**src/rtl/scaler_coe_rom.sv**
```systemverilog
// Catmull-Rom (a=-0.5) 4-tap coefficient ROM, 32 phases, registered read.
// Optional macro SCALER_COE_ROM_OREG_EN adds a second output register stage (latency 2).
module scaler_coe_rom #(
    parameter int COE_WIDTH = 10
) (
    input  logic                 clk,
    input  logic                 rst,
    input  logic [9:0]           addr,
    output logic [COE_WIDTH-1:0] rom0_do,
    output logic [COE_WIDTH-1:0] rom1_do,
    output logic [COE_WIDTH-1:0] rom2_do,
    output logic [COE_WIDTH-1:0] rom3_do
);

    localparam int W       = COE_WIDTH;
    localparam int ENTRY_W = 4 * W;

    typedef logic [32*ENTRY_W-1:0] table_t;

    // Each weight is S * poly(k) / 65536 with integer poly; adding 32768 before
    // the divide rounds half up. Entry layout per phase is {rom0, rom1, rom2, rom3}.
    function automatic table_t build_table();
        table_t tbl;
        longint s;
        longint k;
        longint m;
        longint n0;
        longint n1;
        longint n2;
        longint n3;
        tbl = '0;
        s   = longint'(1) << (W - 1);
        for (int i = 0; i < 32; i++) begin
            k  = longint'(i);
            m  = 32 - k;
            n0 = s * k * m * m;
            n1 = s * (3 * k * k * k - 160 * k * k + 65536);
            n2 = s * (-3 * k * k * k + 128 * k * k + 1024 * k);
            n3 = s * k * k * m;
            tbl[i*ENTRY_W + 3*W +: W] = W'((n0 + 32768) / 65536);
            tbl[i*ENTRY_W + 2*W +: W] = W'((n1 + 32768) / 65536);
            tbl[i*ENTRY_W + 1*W +: W] = W'((n2 + 32768) / 65536);
            tbl[i*ENTRY_W + 0*W +: W] = W'((n3 + 32768) / 65536);
        end
        return tbl;
    endfunction

    localparam table_t COE_TABLE = build_table();

    logic [ENTRY_W-1:0] tap_d;
    logic [ENTRY_W-1:0] tap_q = '0;
    logic [ENTRY_W-1:0] out_word;
    logic               unused_addr_hi;

    // Only the phase bits select an entry; upper address bits wrap to the same phase.
    assign unused_addr_hi = ^addr[9:5];

    always_comb begin
        tap_d = COE_TABLE[int'(addr[4:0])*ENTRY_W +: ENTRY_W];
    end

    always_ff @(posedge clk) begin
        if (rst) begin
            tap_q <= '0;
        end else begin
            tap_q <= tap_d;
        end
    end

`ifdef SCALER_COE_ROM_OREG_EN
    logic [ENTRY_W-1:0] oreg_d;
    logic [ENTRY_W-1:0] oreg_q = '0;

    always_comb begin
        oreg_d = tap_q;
    end

    always_ff @(posedge clk) begin
        if (rst) begin
            oreg_q <= '0;
        end else begin
            oreg_q <= oreg_d;
        end
    end

    assign out_word = oreg_q;
`else
    assign out_word = tap_q;
`endif

    assign rom0_do = out_word[3*W +: W];
    assign rom1_do = out_word[2*W +: W];
    assign rom2_do = out_word[1*W +: W];
    assign rom3_do = out_word[0*W +: W];

endmodule

```
**config.mk**
```make
export PLATFORM = sky130hd
export DESIGN_NAME = scaler_coe_rom
export DESIGN_NICKNAME = d
export VERILOG_FILES = /design/src/rtl/scaler_coe_rom.sv
export SDC_FILE = /design/constraint.sdc
export NUM_CORES = 1
export LEC_CHECK = 0
export CORE_ASPECT_RATIO = 0.75
export CORE_MARGIN = 4
export CORE_UTILIZATION = 53
export DETAILED_ROUTE_END_ITERATION = 6
export PLACE_DENSITY = 0.95
export SLEW_MARGIN = 10
export SYNTH_ARGS = -nofsm -noshare
export SYNTH_HDL_FRONTEND = slang
export SYNTH_SLANG_ARGS = --single-unit
```
**constraint.sdc**
```tcl
create_clock -name clk -period 4.2 [get_ports clk]
set_clock_uncertainty 0.15 [all_clocks]
set_input_delay 0.63 -clock clk [delete_from_list [all_inputs] [get_ports clk]]
set_output_delay 0.63 -clock clk [all_outputs]
set_load 0.01 [all_outputs]
```
# After elaboration in Yosys (flattened, before gate mapping)
# Index checks and enable logic that the tools add are counted.
# totals
ff_bits,40
output_inout_bits,40
# op_classes
mul,1
shifts,1
# ops
op,count
$shiftx 1280x12->40 const A,1
$mul 5x3->8 const B,1

# Depth between registers and ports, before layout
# Gate-level depths: netlist of run 1.
# depth
word_depth,2
depth_mapped,7
mapped_depth_nobuf,6

# Worst setup path after synthesis of run 1
# Ideal clock, no wire load.
# synth_path
path_type,input to register
startpoint,input addr[1]
endpoint,register tap_q[1] (netlist: out_word[1])
setup_ps,87
t_arrival_ps,1975
slack_ps,1988
cell_stages,7
n_path_buf,1
path_cell_list,buf_2 -> inv_1 -> ha_1 -> and2_1 -> a21oi_1 -> o22ai_1 -> nor4b_2
# synth_between
elab_chain_len,2
# synth_lines
item,line_no,source
"start, declared",8,"input logic [9:0] addr,"
$mul 5x3->8,59,tap_d = COE_TABLE[int'(addr[4:0])*ENTRY_W +: ENTRY_W];
$shiftx 1280x12->40,59,
"end signal, assigned",66,tap_q <= tap_d;
"end, declared",51,logic [ENTRY_W-1:0] tap_q = '0;
# No other way between the ends.
# A chain may end at the register's enable or synchronous reset.

# Final worst setup path of run 1
# layout_path
startpoint,input addr[1]
endpoint,register tap_q[20] (netlist: out_word[20])
# Same word-level chain as after synthesis.

==> impl_metrics.tcl, run 1 <==
set metrics [dict create \
    largest_register_ff_count 31 \
    hold_path_class "in2reg" \
    dieArea_sq_mm 0.00486 \
    yosys-top-cells-count "dfxtp_1, nor2_1, nand2_1" \
    hold_viol_final 0 \
    finalSetupViolCount 0 \
    stdcell_area_sq_mm 0.00243 \
    die_h_um 61.4 \
    synth-edff-count 0 \
    cts_resized 0 \
    utilization 0.664 \
    p_clk_frac 0.306 \
    switchingPower_mw 0.242 \
    async_flop_share 0 \
    fmax_ghz 0.326 \
    rsz0062_at_grt "false" \
    yosysSeqAreaShare 0.308 \
    diodes 0 \
    cts_setup_buffers 0 \
    p_int_mw 0.538 \
    tns_ps 0 \
    htreeDepth 2 \
    grt_max_degree 25 \
    antenna_left 0 \
    port_buffers 37 \
    pwr-share-seq 0.415 \
    comb_power_share 0.279 \
    synth.most_common_cell "dfxtp_1" \
    synth_cell_type_count 52 \
    yosys_warnings 0 \
    first_pass_iters 6 \
    postCtsHoldBufs 0 \
    cts-root-buf "clkbuf_8" \
    place_inst 336 \
    drc 0 \
    core_sq_mm 0.00366 \
    p_leak_nw 0.961 \
    ys.flop_type "dfxtp_1" \
    cp-start-kind "input port" \
    final_nets 311 \
    period_minus_slack_ps 3060 \
    sw_frac_of_total 0.310 \
    grt_pass1_wl_um 9610 \
    powerDensity_mw_per_mm2 321 \
    status "finished, final reports clean" \
    area_growth_pct 20.8 \
    drt_iter0_markers 305 \
    avgSynthCellArea_sq_um 7.71 \
    required_ps 4200 \
    start_util 0.550 \
    synth_seq_cells 31 \
    synth_largest_area_cell "dfxtp_1" \
    final_layout_size_suffix_gt1_frac 0.0653 \
    drt_wl_total_um 6110 \
    first_global_vias 1861 \
    syn_inst 261 \
    synth_top_area_share 0.308 \
    final_max_slew_viol_count 0 \
    slew_headroom 0.502 \
    num_io_pins 52 \
    final_cells 343 \
    ir_worst_vdd_v 0.000258 \
    routedWlPerCell_um 17.8 \
    antenna_found_initial 0 \
    dpl_cell_area_sq_mm 0.00234 \
    gp_congestion 0.960 \
    cts_buffers 5 \
    synthTopCellsByArea "dfxtp_1, a21oi_1, ha_1" \
    tritoncts "built" \
    grt-ovfl-total 0 \
    power_mw 0.780 \
    clk_pin_slew_ps 60 \
    syn_area_sq_mm 0.00201 \
    end_kind "flip-flop" \
    crit_type "in2reg" \
    worstMarginPinSlew_ps 744 \
    worst_ep_arrival_time_ps 3070 \
    die_w_um 79.2 \
    avgViaCountPerCell 6.30 \
    num_rows 19 \
    clock-sinks 31 \
    track_usage 0.260 \
    period_share 0.730 \
    cap_violations 0 \
    cts_buffer_depth 2 \
    cp_max_fo 13 \
    hpwl_um 4420 \
    vias 2161 \
]
## cells in the final DEF, fill, tap and decap left out, drive strengths merged, types with 3 or more instances in the layout
cell,count
buf,6
clkbuf,6
inv,5
a21oi,21
o31ai,5
a31oi,7
a21o,3
nor2b,6
o211ai,5
ha,8
nand2,23
nor4,3
nand2b,10
a311oi,3
nor3,11
a32oi,3
conb,9
nand3b,3
clkdlybuf4s50,37
nand3,5
o21ai,20
and2,7
dfxtp,31
nor2,26
## kinds of logic (layout without fill, tap and decap cells)
family / Yosys count / count (layout) / share of synthesized area
other: 1 / 9 / 0.00186
buffers and inverters: 34 / 56 / 0.100
AND/OR/NAND/NOR: 103 / 103 / 0.268
XOR/XNOR: 1 / 1 / 0.00435
flip-flops: 31 / 31 / 0.308
AO/OA/AOI/OAI: 83 / 83 / 0.268
adder cells (fa/ha/maj): 8 / 8 / 0.0497
## power groups by stage
| stage | logic, mW | registers [mW] | clock network [mW] |
|---|---|---|---|
| 2_1_floorplan | 0.122 | 0.343 | 0 |
| 3_3_place_gp | 0.212 | 0.329 | 0 |
| 3_5_place_dp | 0.211 | 0.330 | 0 |
| 4_1_cts | 0.212 | 0.324 | 0.238 |
| 5_1_grt | 0.234 | 0.326 | 0.252 |
| 6_report | 0.217 | 0.324 | 0.239 |
## worst paths after layout
check / start / endpoint / slack (ps) / depth (start not counted)
setup / recovery: addr[1] / out_word[20] / 1140 / 7
hold / removal: addr[0] / out_word[11] / 1090 / 4
## worst max-delay path: stages
cell and delay [ps]:
clkdlybuf4s50_1 630, inv_1 390, ha_1 380, nor2b_1 530
nor3_1 150, o32ai_1 290, nor2_1 60
## per-layer routing
metal | vias up | part of all wire | global-route usage
li1 | 977 | - | -
met5 | - | 0 | 0
met2 | 188 | 0.42 | 0.403
met3 | 14 | 0.14 | 0.0731
met4 | 0 | 0.016 | 0.0858
met1 | 982 | 0.42 | 0.355
## metrics by stage
stage	hold WS (ps)	worst slack (ps)
after CTS	1080	1210
after floorplan	663	1990
after detailed placement	1220	934
final	1090	1140
after global placement	1220	955
after global routing	1120	1030
## area by class of cell
type / instances / area [sq um]
Sequential cell: 31 / 621
Multi-Input combinational cell: 204 / 1220
Clock buffer: 6 / 82.6
Timing Repair Buffer: 43 / 415
Tap cell: 52 / 65.1
Clock inverter: 1 / 5.00
Inverter: 6 / 22.5
Fill cell: 338 / 1230
No activity file was read; power rests on OpenSTA's default activity.
==> run 2, diff against run 1 <==
--- a/config.mk
+++ b/config.mk
@@ -7,9 +7,9 @@
 export LEC_CHECK = 0
 export CORE_ASPECT_RATIO = 0.75
 export CORE_MARGIN = 4
-export CORE_UTILIZATION = 53
+export CORE_UTILIZATION = 44
 export DETAILED_ROUTE_END_ITERATION = 6
-export PLACE_DENSITY = 0.95
+export PLACE_DENSITY = 0.88
 export SLEW_MARGIN = 10
 export SYNTH_ARGS = -nofsm -noshare
 export SYNTH_HDL_FRONTEND = slang
==> constraint.sdc (replaced) <==
create_clock -name clk -period 2.7 [get_ports clk]
set_clock_uncertainty 0.15 [all_clocks]
set_input_delay 0.405 -clock clk [delete_from_list [all_inputs] [get_ports clk]]
set_output_delay 0.405 -clock clk [all_outputs]
set_load 0.01 [all_outputs]
==> run 2 against run 1 <==
Setup slack got worse by 620 ps. Utilization down 9.7 points. Sequential share of layout area decreased by 0.89 points. Combinational power grew 61%. Sequential power increased by 56%. Critical path depth is the same. First-iteration DRC count is 40% higher. Count of clock-buffer cells in the layout rose by 1. Via count decreased by 1.5%. Non-clock buffer count rose by 10. Global-route usage is 4.0 points lower. Sequential cell count unchanged. Critical endpoint is now out_word[1]. Largest power group unchanged.
==> impl_metrics.tcl, run 2 (same netlist as run 1, synthesis figures left out) <==
set metrics [dict create \
    cap_violations 0 \
    track_usage 0.220 \
    crit_buf_inv 2 \
    final_cell_mix "clkdlybuf4s50_1, dfxtp_1, nor2_1, nand2_1, a21oi_1" \
    hold_viol_final 0 \
    antenna_found_initial 0 \
    end_kind "flip-flop" \
    num_io_pins 52 \
    worst_ep_arrival_time_ps 2230 \
    num_rows 21 \
    first_pass_iters 5 \
    dieArea_sq_mm 0.00573 \
    tns_ps 0 \
    final_nets 321 \
    status "finished, final reports clean" \
    area_growth_pct 25.2 \
    core_sq_mm 0.00444 \
    die_h_um 66.6 \
    largest_register_ff_count 31 \
    grt-ovfl-total 0 \
    vias 2128 \
    hpwl_um 4500 \
    antenna_left 0 \
    finalSetupViolCount 0 \
    drt_wl_total_um 6100 \
    clock-sinks 31 \
    cts_resized 0 \
    cp_top_family "buffers and inverters" \
    first_global_vias 1842 \
    nFillCells 432 \
    grt_max_degree 45 \
    rsz0062_at_grt "false" \
    cp_max_fo 6 \
    tritoncts "built" \
    powerDensity_mw_per_mm2 475 \
    cts_setup_buffers 0 \
    cts_buffer_depth 2 \
    max_stage_delay_ps 470 \
    avgViaCountPerCell 5.93 \
    drc 0 \
    power_mw 1.20 \
    hold_path_class "in2reg" \
    cp-start-kind "input port" \
    cts-root-buf "clkbuf_8" \
    routedWlPerCell_um 17.0 \
    final_max_slew_viol_count 0 \
    period_share 0.811 \
    crit_chain "clkdlybuf4s50_1 -> inv_1 -> ha_1 -> and2_1 -> a21oi_1 -> o22ai_1 -> nor4b_2" \
    final_layout_size_suffix_gt1_frac 0.0927 \
    grt_pass1_wl_um 9590 \
    final_common_cell "clkdlybuf4s50_1" \
    p_leak_nw 1.01 \
    crit_type "in2reg" \
    period_minus_slack_ps 2190 \
    port_buffers 37 \
    fmax_ghz 0.457 \
    start_util 0.453 \
    diodes 0 \
    drt_iter0_markers 426 \
    required_ps 2740 \
    postCtsHoldBufs 0 \
    gp_congestion 0.984 \
    ir_worst_vdd_v 0.000257 \
    cts_buffers 5 \
    die_w_um 86.1 \
    clk_pin_slew_ps 60 \
    worstMarginPinSlew_ps 580 \
    slew_headroom 0.613 \
    htreeDepth 2 \
    critPathSlowestCell "clkdlybuf4s50_1" \
]
## run 2: cell count changes in the layout (fill, tap and decap cells not counted), sizes merged
cell    delta
clkbuf     +1
buf       +10
## run 2: where the power goes
part | switching, mW | internal [mW] | leakage [nW] | total [mW]
Combinational | 0.195 | 0.154 | 0.712 | 0.349
Sequential | 0.00928 | 0.494 | 0.257 | 0.504
Clock | 0.165 | 0.180 | 0.0422 | 0.346
Total | 0.369 | 0.829 | 1.01 | 1.20
## run 2: final timing paths
kind                  startpoint      endpoint  slack, ps  cells past startpoint
worst max-delay path     addr[0]   out_word[1]        510                      7
worst min-delay path     addr[4]  out_word[28]        840                      4
## run 2: layer usage
layer | global-route usage | part of all wire | vias to the layer above
li1 | - | - | 1003
met1 | 0.299 | 0.43 | 961
met2 | 0.335 | 0.43 | 151
met3 | 0.0618 | 0.13 | 13
met4 | 0.0672 | 0.013 | 0
met5 | 0 | 0 | -
## run 2: cell type report
| class | instances | area, sq um | share of cell area |
|---|---|---|---|
| multi-input combinational | 204 | 1220 | 0.485 |
| sequential | 31 | 621 | 0.246 |
| timing repair buffer | 53 | 503 | 0.200 |
| clock buffer | 7 | 76.3 | 0.0303 |
| tap | 57 | 71.3 | 0.0283 |
| inverter | 6 | 22.5 | 0.00894 |
| clock inverter | 1 | 5.00 | 0.00199 |
## run 2: through the flow
step,worst slack [ps],cells,cell area (sq um),util,hold WS (ps)
2_1_floorplan,713,269,2040,-,438
3_3_place_gp,243,351,2440,0.549,991
3_5_place_dp,234,351,2440,0.549,989
4_1_cts,524,359,2520,0.567,842
5_1_grt,337,359,2520,0.567,890
6_report,512,359,2520,0.567,845
